**config.mk**
```make
export PLATFORM = sky130hd
export DESIGN_NAME = vga_timing_gen
export DESIGN_NICKNAME = d
export VERILOG_FILES = /design/src/rtl/vga_pkg.sv /design/src/rtl/sync_delay_line.sv /design/src/rtl/vga_timing_gen.sv
export SDC_FILE = /design/constraint.sdc
export NUM_CORES = 1
export LEC_CHECK = 0
export BUFFER_PORTS_ARGS = -buffer_cell sky130_fd_sc_hd__buf_2
export CORE_ASPECT_RATIO = 0.7
export CORE_UTILIZATION = 41
export CTS_CLUSTER_SIZE = 25
export DETAILED_ROUTE_END_ITERATION = 16
export SLEW_MARGIN = 20
export SYNTH_ARGS = -nofsm -noshare
export SYNTH_HDL_FRONTEND = slang
export SYNTH_SLANG_ARGS = --single-unit
```
**constraint.sdc**
```tcl
create_clock -name i_clk -period 2.4 [get_ports i_clk]
set_input_delay 0.12 -clock i_clk [delete_from_list [all_inputs] [get_ports i_clk]]
set_output_delay 0.12 -clock i_clk [all_outputs]
set_load 0.005 [all_outputs]
```
**src/rtl/vga_pkg.sv**
```systemverilog
// vga_pkg: shared 640x480@60 timing defaults, total derivation and coordinate type.
package vga_pkg;
  typedef logic [9:0] coord_t;
  function automatic int span_total(int active, int fp, int sync, int bp);
    return active + fp + sync + bp;
  endfunction
  localparam int H_ACTIVE_DEF = 640;
  localparam int H_FP_DEF = 16;
  localparam int H_SYNC_DEF = 96;
  localparam int H_BP_DEF = 48;
  localparam int V_ACTIVE_DEF = 480;
  localparam int V_FP_DEF = 10;
  localparam int V_SYNC_DEF = 2;
  localparam int V_BP_DEF = 33;
  localparam int H_TOTAL_DEF = span_total(H_ACTIVE_DEF, H_FP_DEF, H_SYNC_DEF, H_BP_DEF);
  localparam int V_TOTAL_DEF = span_total(V_ACTIVE_DEF, V_FP_DEF, V_SYNC_DEF, V_BP_DEF);
endpackage

```
**src/rtl/sync_delay_line.sv**
```systemverilog
// sync_delay_line: enable-gated shift register; depth 0 is a wire forced to RST_VAL in reset.
module sync_delay_line #(
  parameter int WIDTH = 1,
  parameter int DEPTH = 2,
  parameter logic [WIDTH-1:0] RST_VAL = '0
) (
  input  logic             clk,
  input  logic             rst_n,
  input  logic             en,
  input  logic [WIDTH-1:0] din,
  output logic [WIDTH-1:0] dout
);
  if (DEPTH == 0) begin : g_wire
    assign dout = rst_n ? din : RST_VAL;
  end else begin : g_pipe
    logic [WIDTH-1:0] stage [DEPTH];
    always_ff @(posedge clk or negedge rst_n)
      if (!rst_n) begin
        for (int i = 0; i < DEPTH; i++) stage[i] <= RST_VAL;
      end else if (en) begin
        stage[0] <= din;
        for (int i = 1; i < DEPTH; i++) stage[i] <= stage[i-1];
      end
    assign dout = stage[DEPTH-1];
  end
endmodule

```
**src/rtl/vga_timing_gen.sv**
```systemverilog
// vga_timing_gen: h/v raster counters with registered decodes and delayed sync/blank outputs.
module vga_timing_gen
  import vga_pkg::*;
#(
  parameter int H_ACTIVE = H_ACTIVE_DEF,
  parameter int H_FP = H_FP_DEF,
  parameter int H_SYNC = H_SYNC_DEF,
  parameter int H_BP = H_BP_DEF,
  parameter int V_ACTIVE = V_ACTIVE_DEF,
  parameter int V_FP = V_FP_DEF,
  parameter int V_SYNC = V_SYNC_DEF,
  parameter int V_BP = V_BP_DEF,
  parameter int PIPE_DLY = 2
) (
  input  logic       i_clk,
  input  logic       i_rst_n,
  input  logic       i_en,
  output logic [9:0] o_x,
  output logic [9:0] o_y,
  output logic       o_active,
  output logic       o_line_start,
  output logic       o_frame_start,
  output logic       o_VGA_HS,
  output logic       o_VGA_VS,
  output logic       o_VGA_BLANK_N,
  output logic       o_VGA_SYNC_N
);
  localparam coord_t H_LAST = coord_t'(span_total(H_ACTIVE, H_FP, H_SYNC, H_BP) - 1);
  localparam coord_t V_LAST = coord_t'(span_total(V_ACTIVE, V_FP, V_SYNC, V_BP) - 1);
  localparam coord_t H_ACT = coord_t'(H_ACTIVE);
  localparam coord_t V_ACT = coord_t'(V_ACTIVE);
  localparam coord_t HS_BEG = coord_t'(H_ACTIVE + H_FP);
  localparam coord_t HS_END = coord_t'(H_ACTIVE + H_FP + H_SYNC);
  localparam coord_t VS_BEG = coord_t'(V_ACTIVE + V_FP);
  localparam coord_t VS_END = coord_t'(V_ACTIVE + V_FP + V_SYNC);
  coord_t h, v, h_nxt, v_nxt;
  logic active, line_start, frame_start, hs_raw, vs_raw;
  always_comb begin
    h_nxt = (h == H_LAST) ? '0 : h + coord_t'(1);
    v_nxt = (h != H_LAST) ? v : (v == V_LAST) ? '0 : v + coord_t'(1);
  end
  // Decodes are computed from the next counts so they line up with o_x/o_y.
  always_ff @(posedge i_clk or negedge i_rst_n)
    if (!i_rst_n) begin
      h <= '0;
      v <= '0;
      active <= 1'b1;
      line_start <= 1'b1;
      frame_start <= 1'b1;
    end else if (i_en) begin
      h <= h_nxt;
      v <= v_nxt;
      active <= (h_nxt < H_ACT) && (v_nxt < V_ACT);
      line_start <= h_nxt == '0;
      frame_start <= (h_nxt == '0) && (v_nxt == '0);
    end
  assign hs_raw = !((h >= HS_BEG) && (h < HS_END));
  assign vs_raw = !((v >= VS_BEG) && (v < VS_END));
  sync_delay_line #(.WIDTH(3), .DEPTH(PIPE_DLY), .RST_VAL(3'b110)) u_dly (
    .clk(i_clk),
    .rst_n(i_rst_n),
    .en(i_en),
    .din({hs_raw, vs_raw, active}),
    .dout({o_VGA_HS, o_VGA_VS, o_VGA_BLANK_N})
  );
  assign o_x = h;
  assign o_y = v;
  assign o_active = active;
  assign o_line_start = line_start;
  assign o_frame_start = frame_start;
  assign o_VGA_SYNC_N = 1'b0;
endmodule
```
==> impl_metrics.csv, run 1 <==
group,metric,value,unit
cells_and_area,nets,255,
clock_tree,clock_latency,0.28,ns
pwr,power.density,589,nW/um2
timing,fmax,450,MHz
floorplan,ios,30,
clock_tree,path_clk_slew,0.06,ns
yosys,yosysWarnings,0,
drt,wl_per_cell,15.6,um
placement,hpwlAfterDp,3.42,mm
floorplan,die_area,4890,um2
placement,numPortBuffers,28,
cells_and_area,layout_common_cells,"buf_2, nand2_1, dfrtp_1",
drt,first_pass_iters,5,
floorplan,die_x,83.2,um
yosys,netlist_area,1890,um2
yosys,ys_types,53,
clock_tree,cts_buffer_depth,2,
timing,slew_headroom,0.544,
timing,finClkSkew,0.00320,ns
setup_path,crit_type,"flip-flop to flip-flop",
cells_and_area,areaGrowthSynthToFinish,16.0,%
cells_and_area,fillers,436,
clock_tree,cts_setup_buffers,0,
clock_tree,cts.htree.levels,2,
worst_hold_path,min_from,"i_en",
yosys,syn_inst,214,
placement,placed_cells,294,
clock_tree,cts.sinks,29,
setup_path,rr_startpoint,"o_x[1]",
timing,worstMarginPinSlew,0.684,ns
yosys,syn_nets,222,
setup_path,end_kind,"flip-flop",
cells_and_area,layout_commonest_cell,"buf_2",
timing,rsz0062_at_grt,"false",
cells_and_area,drive_gt1_frac,0.262,
run_status,status,"completed",
cells_and_area,layout.cells.non_filler,303,
drt,routed_wirelength,4.72,mm
clock_tree,ctsRootBufferMaster,"clkbuf_8",
global_routing,grt_pass1_wl,7.85,mm
timing,final_max_slew_viol_count,0,
drt,via_per_inst,5.50,
clock_tree,cts_tree,"done",
global_routing,track_usage,0.210,
drt,num_vias,1666,
cells_and_area,diodes,0,
floorplan,coreArea,4380,um2
global_routing,grt_max_degree,30,
global_routing,grt_overflow,0,
yosys,synthFlopType,"dfrtp_1",
setup_path,cp.required,2.58,ns
timing,post-route-min-period,2.22,ns
setup_path,crit_path_start,"o_x[1]",
setup_path,cp_slowest_stage_delay,0.43,ns
drt,drt_iter0_drc,112,
cells_and_area,seq_area,734,um2
clock_tree,cts_buffers,5,
timing,finalSetupViolCount,0,
setup_path,cp_max_fo,10,
timing,tns,0,ns
timing,timing.final.crit_share,0.927,
setup_path,slowest_stage,"or3_1",
setup_path,crit_path_start_kind,"flip-flop",
pwr,power_leakage,0.983,nW
pwr,irDropWorstVdd,0.305,mV
yosys,synth_edf_count,0,
floorplan,die_y,58.8,um
yosys,ys_seq_elements,29,
floorplan,start_util,0.432,
yosys,async_flop_share,1.00,
timing,hold_viol,0,
global_routing,grt_pass1_vias,1505,
drt,drc,0,
setup_path,path_cells,"ha_1 > nand4_2 > or3_1 > buf_4 > nor2_2 > o21ai_0 > a22o_1",
yosys,ys_seq_area_frac,0.388,
drt,ant_nets,0,
setup_path,cp.arrival,2.40,ns
floorplan,rows,20,
cells_and_area,multi_input_area,1000,um2
worst_hold_path,hold_path_class,"input port to flip-flop",
flow_run,max_cap_viol_count,0,
placement,gp_congestion,0.949,
yosys,synth_area_per_cell,8.84,um2
global_routing,antenna_found_initial,0,
==> per-layer routing <==
layer / vias to the layer above / GRT usage / share of wire
met5: - / 0 / 0
met3: 7 / 0.0477 / 0.052
met4: 0 / 0.0665 / 0.012
li1: 826 / - / -
met2: 50 / 0.260 / 0.38
met1: 783 / 0.345 / 0.55
==> worst paths after layout <==
kind / to / slack, ns / depth (start not counted)
worst min-delay path: u_dly.g_pipe.stage[5] / 0.22 / 3
worst min register to register: o_line_start / 0.48 / 2
worst max register to register: o_y[2] / 0.18 / 7
max in group asynchronous: o_y[0] / 1.54 / 2
min in group asynchronous: o_x[0] / 0.41 / 2
worst max-delay path: o_y[2] / 0.18 / 7
==> stage by stage <==
step           setup slack, ns  hold slack (ns)  cell area [um2]  power, W  utilization
2_1_floorplan            0.271           -0.176             1890  0.000804            -
3_3_place_gp             0.208            0.199             2100  0.000899        0.481
3_5_place_dp             0.169            0.201             2100  0.000908        0.481
4_1_cts                  0.159            0.229             2190   0.00131        0.501
5_1_grt                 0.0192            0.266             2190   0.00137        0.501
6_report                 0.176            0.225             2190   0.00129        0.501
==> flip-flops by register name, summed over array words and instances (netlist names) <==
register,count
o_x,10
u_dly.g_pipe.stage,3
o_line_start,1
o_frame_start,1
u_dly.dout,3
o_active,1
o_y,10
==> critical path, delay by kind of cell (launching register included) <==
family | cells | cell delay (ns)
adder cells (fa/ha/maj) | 1 | 0.26
buffers and inverters | 1 | 0.19
flip-flops | 1 | 0.40
AND/OR/NAND/NOR | 3 | 0.89
AO/OA/AOI/OAI | 2 | 0.38
==> cells in the mapped netlist (2+ instances only) <==
cell type	count	area share
a21oi_1	5	0.013
a22o_1	2	0.0093
a31oi_1	3	0.0099
and3_1	5	0.017
buf_2	2	0.0053
buf_4	7	0.028
buf_6	2	0.012
clkbuf_1	7	0.014
dfrtp_1	22	0.29
dfstp_2	7	0.097
ha_1	5	0.033
inv_1	11	0.022
mux2_2	4	0.024
nand2_1	25	0.050
nand3_1	14	0.037
nand4_1	3	0.0099
nor2_1	10	0.020
nor3_1	8	0.021
nor3b_1	2	0.0079
nor4_1	5	0.017
o21ai_0	18	0.048
o31ai_1	3	0.012
or3_1	2	0.0066
xnor2_1	11	0.051
xor2_1	3	0.014
==> layout make-up <==
class	instances	share of cell area
clock buffer	8	0.0365
inverter	11	0.0188
multi-input combinational	155	0.456
sequential	29	0.335
tap	55	0.0314
timing repair buffer	45	0.123
==> power breakdown <==
part / total (W) / internal (W) / switching [W]
Clock: 0.000391 / 0.000206 / 0.000185
Combinational: 0.000286 / 0.000133 / 0.000152
Sequential: 0.000615 / 0.000536 / 0.0000793
Total: 0.00129 / 0.000875 / 0.000417
==> logic make-up after synthesis <==
family,count (synthesis),synth area share
AOI/OAI and AO/OA,46,0.161
xor gates and xnor gates,14,0.0648
adders and majority gates,5,0.0331
buffers and inverters,30,0.0833
DFF,29,0.388
muxes,5,0.0291
other,1,0.00198
and+or+nand+nor,84,0.239
==> what timing repair did <==
item | CTS | global route
hold endpoints to repair | 22 | 0
resized for setup | 0 | 0
hold buffers | 1 | 0
Power figures use the tool's default switching activity.
==> inputs of run 2 (changes only) <==
--- a/config.mk
+++ b/config.mk
@@ -7,4 +7,5 @@
 export LEC_CHECK = 0
 export BUFFER_PORTS_ARGS = -buffer_cell sky130_fd_sc_hd__buf_2
+export CAP_MARGIN = 20
 export CORE_ASPECT_RATIO = 0.7
 export CORE_UTILIZATION = 41
==> constraint.sdc (replaced) <==
create_clock -name i_clk -period 2.4 [get_ports i_clk]
set_input_delay 0.24 -clock i_clk [delete_from_list [all_inputs] [get_ports i_clk]]
set_output_delay 0.24 -clock i_clk [all_outputs]
set_load 0.005 [all_outputs]
==> run 2 against run 1 <==
Against the previous run:
- the flow now finishes with violations (negative hold slack)
- global-route usage is 0.082 points lower
- count of clock-buffer cells in the layout decreased by 1
- register-to-register slack gained 0.04 ns
- hold slack lost 0.23 ns
- core utilization is 0.71 points higher
- clock skew up 0.0018 ns
- clock power rose by 14%
- sequential share of layout area shrank 0.47 points
- largest cell class unchanged
- die area is the same
- combinational power increased by 6%
==> impl_metrics.csv, run 2 (synthesis results as in run 1) <==
group,metric,value,unit
setup_path,cp_max_fo,5,
cells_and_area,drive_gt1_frac,0.281,
drt,drc,0,
setup_path,crit_path_start_kind,"flip-flop",
drt,wl_per_cell,15.2,um
clock_tree,cts.htree.levels,2,
drt,ant_nets,0,
pwr,sw_frac_of_total,0.308,
drt,drt_iter0_drc,142,
global_routing,grt_pass1_vias,1556,
pwr,share_comb_of_total_power,0.225,
clock_tree,cts_buffer_depth,2,
setup_path,path_buf_inv,0,
pwr,power.clock.fraction,0.330,
timing,hold_viol,18,
floorplan,rows,20,
setup_path,crit_path_start,"o_x[0]",
setup_path,path_cells,"ha_1 > nand4_2 > or3_1 > or4_1 > o211a_1 > o211ai_1 > o32ai_1",
floorplan,start_util,0.432,
setup_path,cp_top_family,"simple AND/OR/NAND/NOR gates",
floorplan,die_area,4890,um2
drt,num_vias,1689,
timing,post-route-min-period,2.19,ns
pwr,power.density,607,nW/um2
run_status,violations,"negative hold slack",
setup_path,slowest_stage,"or4_1",
drt,first_pass_iters,4,
global_routing,grt_max_degree,30,
pwr,p_total,0.00135,W
drt,via_per_inst,5.56,
floorplan,ios,30,
cells_and_area,layout_common_cells,"buf_2, nand2_1, dfrtp_1",
timing,tns,0,ns
cells_and_area,areaGrowthSynthToFinish,17.7,%
setup_path,end_kind,"flip-flop",
placement,gp_congestion,0.874,
clock_tree,ctsRootBufferMaster,"clkbuf_8",
setup_path,reg2reg_slack,0.21,ns
setup_path,cp_slowest_stage_delay,0.51,ns
cells_and_area,diodes,0,
timing,worstMarginPinSlew,0.664,ns
placement,hpwlAfterDp,3.43,mm
worst_hold_path,hold_path_class,"input port to async pin",
placement,numPortBuffers,28,
clock_tree,cts_tree,"done",
timing,fmax,457,MHz
timing,hold_slack,-0.00766,ns
pwr,netSwitchingPower,0.000416,W
setup_path,crit_type,"flip-flop to flip-flop",
setup_path,cp.arrival,2.39,ns
pwr,p_int,0.000936,W
timing,final_max_slew_viol_count,0,
drt,routed_wirelength,4.62,mm
flow_run,max_cap_viol_count,0,
setup_path,reg2reg_depth,7,
setup_path,reg2reg_to,"o_frame_start",
timing,finalSetupViolCount,0,
floorplan,die_y,58.8,um
floorplan,coreArea,4380,um2
timing,slew_headroom,0.557,
global_routing,grt_overflow,0,
pwr,power_leakage,1.01,nW
pwr,power_frac_seq,0.445,
clock_tree,cts_buffers,5,
clock_tree,hold_buffers,0,
setup_path,cp.required,2.60,ns
clock_tree,cts.sinks,29,
global_routing,track_usage,0.209,
global_routing,grt_pass1_wl,7.83,mm
run_status,status,"complete, but fails checks",
clock_tree,clock_latency,0.28,ns
clock_tree,path_clk_slew,0.06,ns
timing,timing.final.crit_share,0.911,
global_routing,antenna_found_initial,0,
cells_and_area,layout_commonest_cell,"buf_2",
timing,rsz0062_at_grt,"false",
cells_and_area,nets,256,
setup_path,rr_startpoint,"o_x[0]",
floorplan,die_x,83.2,um
timing,finClkSkew,0.00502,ns
pwr,irDropWorstVdd,0.338,mV
## run 2: metrics by stage
step	instance area, um2	std cells	worst slack (ns)	utilization
2_1_floorplan	1890	214	0.271	-
3_3_place_gp	2120	296	0.171	0.484
3_5_place_dp	2120	296	0.145	0.484
4_1_cts	2220	304	0.130	0.507
5_1_grt	2230	304	0.0354	0.508
6_report	2230	304	0.214	0.508
## run 2: worst max path at each step
| stage | slack, ns | depth (start not counted) | to |
|---|---|---|---|
| finish | 0.21 | 7 | o_frame_start |
| global route | 0.04 | 7 | o_frame_start |
| CTS | 0.13 | 7 | o_y[2] |
| detailed placement | 0.15 | 7 | o_y[2] |
| global placement | 0.17 | 7 | o_y[2] |
| floorplan | 0.27 | 8 | o_frame_start |
## run 2: power by group through the flow
stage	Sequential (W)	Combinational, W	Clock, W
finish	0.000602	0.000304	0.000446
global route	0.000613	0.000344	0.000483
CTS	0.000601	0.000305	0.000462
detailed placement	0.000609	0.000304	0
global placement	0.000608	0.000303	0
floorplan	0.000596	0.000207	0
## run 2: final cells by class
cell class | instances | area (um2)
sequential | 29 | 734
fill | 436 | 2150
clock inverter | 1 | 5.00
tap | 55 | 68.8
timing repair buffer | 46 | 275
clock buffer | 7 | 96.3
multi-input combinational | 155 | 1000
inverter | 11 | 41.3
## run 2: metal layers
metal,global-route usage,part of all wire
met2,0.275,0.40
met4,0.0764,0.0030
met3,0.0519,0.061
met5,0,0
met1,0.325,0.54
## run 2: worst register-to-register path, stage by stage, from the launching register on
cell      delay (ns)
dfrtp_1         0.40
ha_1            0.26
nand4_2         0.16
or3_1           0.43
or4_1           0.51
o211a_1         0.16
o211ai_1        0.09
o32ai_1         0.10
## run 2: repair_timing
| action | 4_1_cts | 5_1_grt |
|---|---|---|
| endpoints found under the setup margin | 0 | 1 |
| resized for setup | 0 | 1 |
| setup buffers | 0 | 0 |
